[src/rtl/wb_ctrl_pkg.sv]
// Shared codes for the rd writeback path: writeback types, rd_mux
// selects and wb_ctrl state encodings, plus a writeback-type decoder.
package wb_ctrl_pkg;

    localparam int REG_LEN     = 5;
    localparam int WB_TYPE_LEN = 3;

    typedef enum logic [WB_TYPE_LEN-1:0] {
        WB_NONE = 3'd0,
        WB_IMM  = 3'd1,
        WB_PCP4 = 3'd2,
        WB_ALU  = 3'd3,
        WB_LOAD = 3'd4
    } wb_type_t;

    typedef enum logic [1:0] {
        RD_IMM  = 2'd0,
        RD_PCP4 = 2'd1,
        RD_ALU  = 2'd2,
        RD_MEM  = 2'd3
    } rd_sel_t;

    typedef enum logic [1:0] {
        IDLE      = 2'd0,
        LINK      = 2'd1,
        LOAD_WAIT = 2'd2
    } state_t;

    // Codes 5..7 are reserved and behave as "no writeback".
    function automatic wb_type_t decode_wb(input logic [WB_TYPE_LEN-1:0] code);
        wb_type_t t;
        if (code > 3'd4) t = WB_NONE;
        else             t = wb_type_t'(code);
        return t;
    endfunction

endpackage

[src/rtl/wb_timer.sv]
// Load-timeout counter: cleared on load accept, counts wait cycles.
// Ports: clk, rst (sync, active-high), clear, en -> expired (count==TIMEOUT-1).
module wb_timer #(
    parameter int TIMEOUT = 16
) (
    input  logic clk,
    input  logic rst,
    input  logic clear,
    input  logic en,
    output logic expired
);

    logic [7:0] count;

    always_ff @(posedge clk) begin
        if (rst || clear) begin
            count <= 8'd0;
        end else if (en) begin
            count <= count + 8'd1;
        end
    end

    assign expired = (count == 8'(TIMEOUT - 1));

endmodule

[src/rtl/wb_ctrl.sv]
// Writeback sequencer for the rd path: picks the rd_mux source, drives
// the reg_file write port, stalls the front end during link/load
// writebacks, flags load timeouts and counts writes and stall cycles.
// Ports: clk, rst (sync, active-high); instr_valid, wb_type, rd_addr,
// mem_rvalid in; rd_sel, rd_we, rd_waddr, stall, mem_err, wr_count,
// stall_count out.
module wb_ctrl
    import wb_ctrl_pkg::*;
#(
    parameter int TIMEOUT = 16,
    parameter int CNT_W   = 32
) (
    input  logic                   clk,
    input  logic                   rst,
    input  logic                   instr_valid,
    input  logic [WB_TYPE_LEN-1:0] wb_type,
    input  logic [REG_LEN-1:0]     rd_addr,
    input  logic                   mem_rvalid,
    output logic [1:0]             rd_sel,
    output logic                   rd_we,
    output logic [REG_LEN-1:0]     rd_waddr,
    output logic                   stall,
    output logic                   mem_err,
    output logic [CNT_W-1:0]       wr_count,
    output logic [CNT_W-1:0]       stall_count
);

    state_t             state;
    state_t             next_state;
    logic [REG_LEN-1:0] pend_rd;
    logic [REG_LEN-1:0] next_pend;
    rd_sel_t            sel;
    logic               tmr_clr;
    logic               tmr_en;
    logic               tmr_expired;
    logic               set_err;

    wb_timer #(
        .TIMEOUT (TIMEOUT)
    ) u_timer (
        .clk     (clk),
        .rst     (rst),
        .clear   (tmr_clr),
        .en      (tmr_en),
        .expired (tmr_expired)
    );

    always_ff @(posedge clk) begin
        if (rst) begin
            state       <= IDLE;
            pend_rd     <= '0;
            mem_err     <= 1'b0;
            wr_count    <= '0;
            stall_count <= '0;
        end else begin
            state       <= next_state;
            pend_rd     <= next_pend;
            if (set_err) mem_err <= 1'b1;
            wr_count    <= wr_count + CNT_W'(rd_we);
            stall_count <= stall_count + CNT_W'(stall);
        end
    end

    // Outputs are forced to their idle values while rst is high so
    // that nothing is written or counted in a reset cycle.
    always_comb begin
        next_state = state;
        next_pend  = pend_rd;
        sel        = RD_ALU;
        rd_we      = 1'b0;
        rd_waddr   = '0;
        tmr_clr    = 1'b0;
        tmr_en     = 1'b0;
        set_err    = 1'b0;
        if (!rst) begin
            unique case (state)
                IDLE: begin
                    if (instr_valid) begin
                        case (decode_wb(wb_type))
                            WB_IMM: begin
                                sel      = RD_IMM;
                                rd_waddr = rd_addr;
                                rd_we    = (rd_addr != '0);
                            end
                            WB_ALU: begin
                                sel      = RD_ALU;
                                rd_waddr = rd_addr;
                                rd_we    = (rd_addr != '0);
                            end
                            WB_PCP4: begin
                                // Link to x0 is a plain jump: no writeback.
                                if (rd_addr != '0) begin
                                    next_pend  = rd_addr;
                                    next_state = LINK;
                                end
                            end
                            WB_LOAD: begin
                                // Stall even for x0 so the load completes.
                                next_pend  = rd_addr;
                                tmr_clr    = 1'b1;
                                next_state = LOAD_WAIT;
                            end
                            default: ;
                        endcase
                    end
                end
                LINK: begin
                    sel        = RD_PCP4;
                    rd_we      = 1'b1;
                    rd_waddr   = pend_rd;
                    next_state = IDLE;
                end
                LOAD_WAIT: begin
                    sel = RD_MEM;
                    if (mem_rvalid) begin
                        rd_waddr   = pend_rd;
                        rd_we      = (pend_rd != '0);
                        next_state = IDLE;
                    end else if (tmr_expired) begin
                        set_err    = 1'b1;
                        next_state = IDLE;
                    end else begin
                        tmr_en = 1'b1;
                    end
                end
                default: next_state = IDLE;
            endcase
        end
    end

    assign rd_sel = sel;
    assign stall  = !rst && (state != IDLE);

endmodule

[config.mk]
export PLATFORM = sky130hd
export DESIGN_NAME = wb_ctrl
export DESIGN_NICKNAME = d
export VERILOG_FILES = /design/src/rtl/wb_ctrl_pkg.sv /design/src/rtl/wb_timer.sv /design/src/rtl/wb_ctrl.sv
export SDC_FILE = /design/constraint.sdc
export NUM_CORES = 1
export LEC_CHECK = 0
export CORE_ASPECT_RATIO = 0.75
export CORE_MARGIN = 8
export CORE_UTILIZATION = 65
export CTS_BUF_LIST = sky130_fd_sc_hd__clkbuf_4
export DETAILED_ROUTE_END_ITERATION = 8
export DONT_BUFFER_PORTS = 1
export PLACE_DENSITY_LB_ADDON = 0.15
export SLEW_MARGIN = 20
export SYNTH_ARGS = -nofsm -noshare
export SYNTH_HDL_FRONTEND = slang
export SYNTH_SLANG_ARGS = --single-unit
[constraint.sdc]
create_clock -name clk -period 6.2 [get_ports clk]
set_input_delay 1.24 -clock clk [delete_from_list [all_inputs] [get_ports clk]]
set_output_delay 1.24 -clock clk [all_outputs]
set_load 0.005 [all_outputs]
==> summary.md <==
| Metric | Value |
|---|---|
| Routed Antenna Nets | 0 |
| Critical path launch point type | input port |
| Seq cells post-synth | 80 |
| # H-tree levels | 3 |
| Leakage | between 1 and 1.5 nW |
| Antenna Cells | 0 |
| Global route overflow | 0 |
| FP Rows | 24 |
| Vias in the first global route | 2912 |
| Fmax | around 290 MHz |
| Final wirelength | around 9 mm |
| Worst VDD drop | 107 uV |
| Setup CP Type | input port to flop |
| Final hold violation count | 0 |
| Critical path required time | about 6.5 ns |
| Commonest non-fill, non-tap cell in the layout | dfxtp_1 |
| CTS Buf Count | 9 |
| CTS tree | done |
| R2R cell count | 11 |
| Total GRT Usage | 0.198 |
| CTS Root Cell | clkbuf_4 |
| R2r setup slk | 2.98 ns |
| Horiz. Die Dim | 107 um |
| Hold depth | 2 |
| Starting density of the core | 0.684 |
| Hold/Removal Path Class | flop to flop |
| Detailed Routing Iterations Pass 1 | 5 |
| Core area | around 5900 um^2 |
| Layout cells sized above 1 | 0.0794 |
| Distinct cells, synth | 45 |
| Cell count after synthesis | around 470 |
| Filler cells | between 400 and 500 |
| Largest net degree at the start of global routing | 99 |
| Final nets | approximately 480 |
| Max-Slew Margin vs Limit | 0.386 |
| Critical Path Fanout Max | 11 |
| Detailed Place HPWL | approximately 6.4 mm |
| Postcts setup bufs | 0 |
| Synth warn | 0 |
| Post-synth top flop | dfxtp_1 |
| Power consumption | ~0.84 mW |
| CTS Sinks | 80 |
| Status | finished clean |
| Syn_area_per_cell | 8.49 um^2 |
| Vias per inst | 6.18 |
| Clock latency on the worst-skew pair | 0.42 ns |
| Initial DRC Count | 205 |
| Measured slew at the worst slew-check pin | a little over 0.9 ns |
| Post-Place Worst Slack | about 2.3 ns |
| Final Cycle Share | 0.556 |
| Netlist Area Pre-Place | ~4000 um^2 |
| Pwr Density | between 200 and 250 nW/um^2 |
| Clock Tree Buf Depth | 2 |
| Layout overhead on the synthesized area | 2.95% |
| Port buffer count | 0 |
| I/O pins | 86 |
| Final setup violating endpoints | 0 |
| Final total negative setup slack | 0 ns |
| Total number of vias | 3363 |
| Residual DRC | 0 |
| Initial antenna violation count | 0 |
| Chip Height | 84.1 um |
| Wire per inst | around 16 um |
| Final Worst Setup Slack | between 2 and 3 ns |
| Post-CTS sizing | 0 |
| DIE AREA | around 9000 um^2 |
| Final Slew Violations | 0 |
| Skew final | 0.0204 ns |
| CTS Hold Buffers Added | 0 |
| Syn Nets | just under 500 |
| EDFF count, synth | 0 |
| Min Tclk post-route | approximately 3.4 ns |
| Post-synthesis sequential area ratio | 0.398 |
| RSZ-0062 raised after global routing | false |
| Max cap viols | 0 |
| Crit. End Element | flop |
| Worst-path clk slew | about 0.10 ns |
| Commonest cells after routing, fill and taps aside | dfxtp_1 (80), nor2_1 (62), nand3_1 (28) |
| GP Congestion | just over 0.8 |
| First-pass GRT wire length | 14.7 mm |
| Crit path DAT | 3.75 ns |
| FFs w/ async S/R, synth | 0 |
[power breakdown]
part | internal, mW | leakage, nW | switching [mW]
registers | 0.516 | 0.645 | 0.00234
logic | 0.0107 | 0.649 | 0.0154
clock network | 0.122 | 0.0650 | 0.169
[flip-flops by register name, indices dropped and copies added (netlist names)]
name           cells
state              2
mem_err            1
pend_rd            5
u_timer.count      8
stall_count       32
wr_count          32
[critical path, cell delays in order]
cell	delay [ns]
nand3b_1	0.15
nor2_1	0.30
o21ai_0	0.15
a21oi_1	0.28
ha_1	0.26
ha_1	0.23
nand4_1	0.39
nor4_1	0.38
mux2_2	0.37
[cell usage after synthesis (all sizes together) (2+ instances only)]
cell type | n | area share
a21o | 2 | 0.0037
a21oi | 26 | 0.032
a22oi | 5 | 0.0093
a31oi | 2 | 0.0031
and2 | 2 | 0.0031
and3 | 3 | 0.0047
and4 | 10 | 0.022
buf | 9 | 0.012
clkbuf | 14 | 0.013
dfxtp | 80 | 0.40
ha | 9 | 0.028
inv | 15 | 0.014
mux2 | 16 | 0.045
nand2 | 23 | 0.021
nand2b | 2 | 0.0031
nand3 | 28 | 0.035
nand3b | 2 | 0.0037
nand4 | 17 | 0.030
nor2 | 62 | 0.058
nor2b | 21 | 0.033
nor3 | 17 | 0.021
nor4 | 11 | 0.019
nor4bb | 2 | 0.0050
o21ai | 13 | 0.016
o31ai | 13 | 0.024
o32ai | 2 | 0.0044
or2 | 3 | 0.0047
or3 | 7 | 0.011
or4 | 16 | 0.031
xnor2 | 18 | 0.039
xor2 | 15 | 0.033
[metrics by stage]
step | hold slack (ns) | area, um^2 | util | std cells
after detailed placement | 0.480 | 4020 | 0.683 | 529
after global placement | 0.478 | 4020 | 0.683 | 529
after floorplan | 0.461 | 4020 | - | 474
final | 0.507 | 4140 | 0.704 | 544
after global routing | 0.537 | 4140 | 0.704 | 544
after CTS | 0.498 | 4140 | 0.704 | 544
[area by class of cell]
class                      instances  area, um^2  share of cell area
inverter                          15        56.3              0.0136
clock inverter                     5        48.8              0.0118
clock buffer                      10        75.1              0.0181
sequential                        80        1600               0.387
multi-input combinational        356        2260               0.546
tap                               78        97.6              0.0236
[kinds of logic (layout without fill, tap and decap cells)]
group / Yosys count / in the layout / share of synthesized area
XOR/XNOR: 33 / 33 / 0.0718
AO/OA/AOI/OAI: 69 / 69 / 0.107
adder cells (fa/ha/maj): 9 / 9 / 0.0280
flip-flops: 80 / 80 / 0.398
multiplexers: 16 / 16 / 0.0448
buffers and inverters: 38 / 30 / 0.0395
AND/OR/NAND/NOR: 229 / 229 / 0.311
[metal layers]
metal	GRT usage	share of wire
met3	0.111	0.11
met5	0	0
met4	0.0535	0.0092
met1	0.241	0.43
met2	0.293	0.45
[path summary, 6_finish.rpt]
path	from	end
max reg2reg	state[1]$_SDFFE_PP0P_	wr_count[30]$_SDFF_PP0_
max	wb_type[2]	wr_count[30]$_SDFF_PP0_
min	pend_rd[4]$_SDFFE_PP0P_	pend_rd[4]$_SDFFE_PP0P_
min reg2reg	pend_rd[4]$_SDFFE_PP0P_	pend_rd[4]$_SDFFE_PP0P_
(Power assumes the default switching activity.)
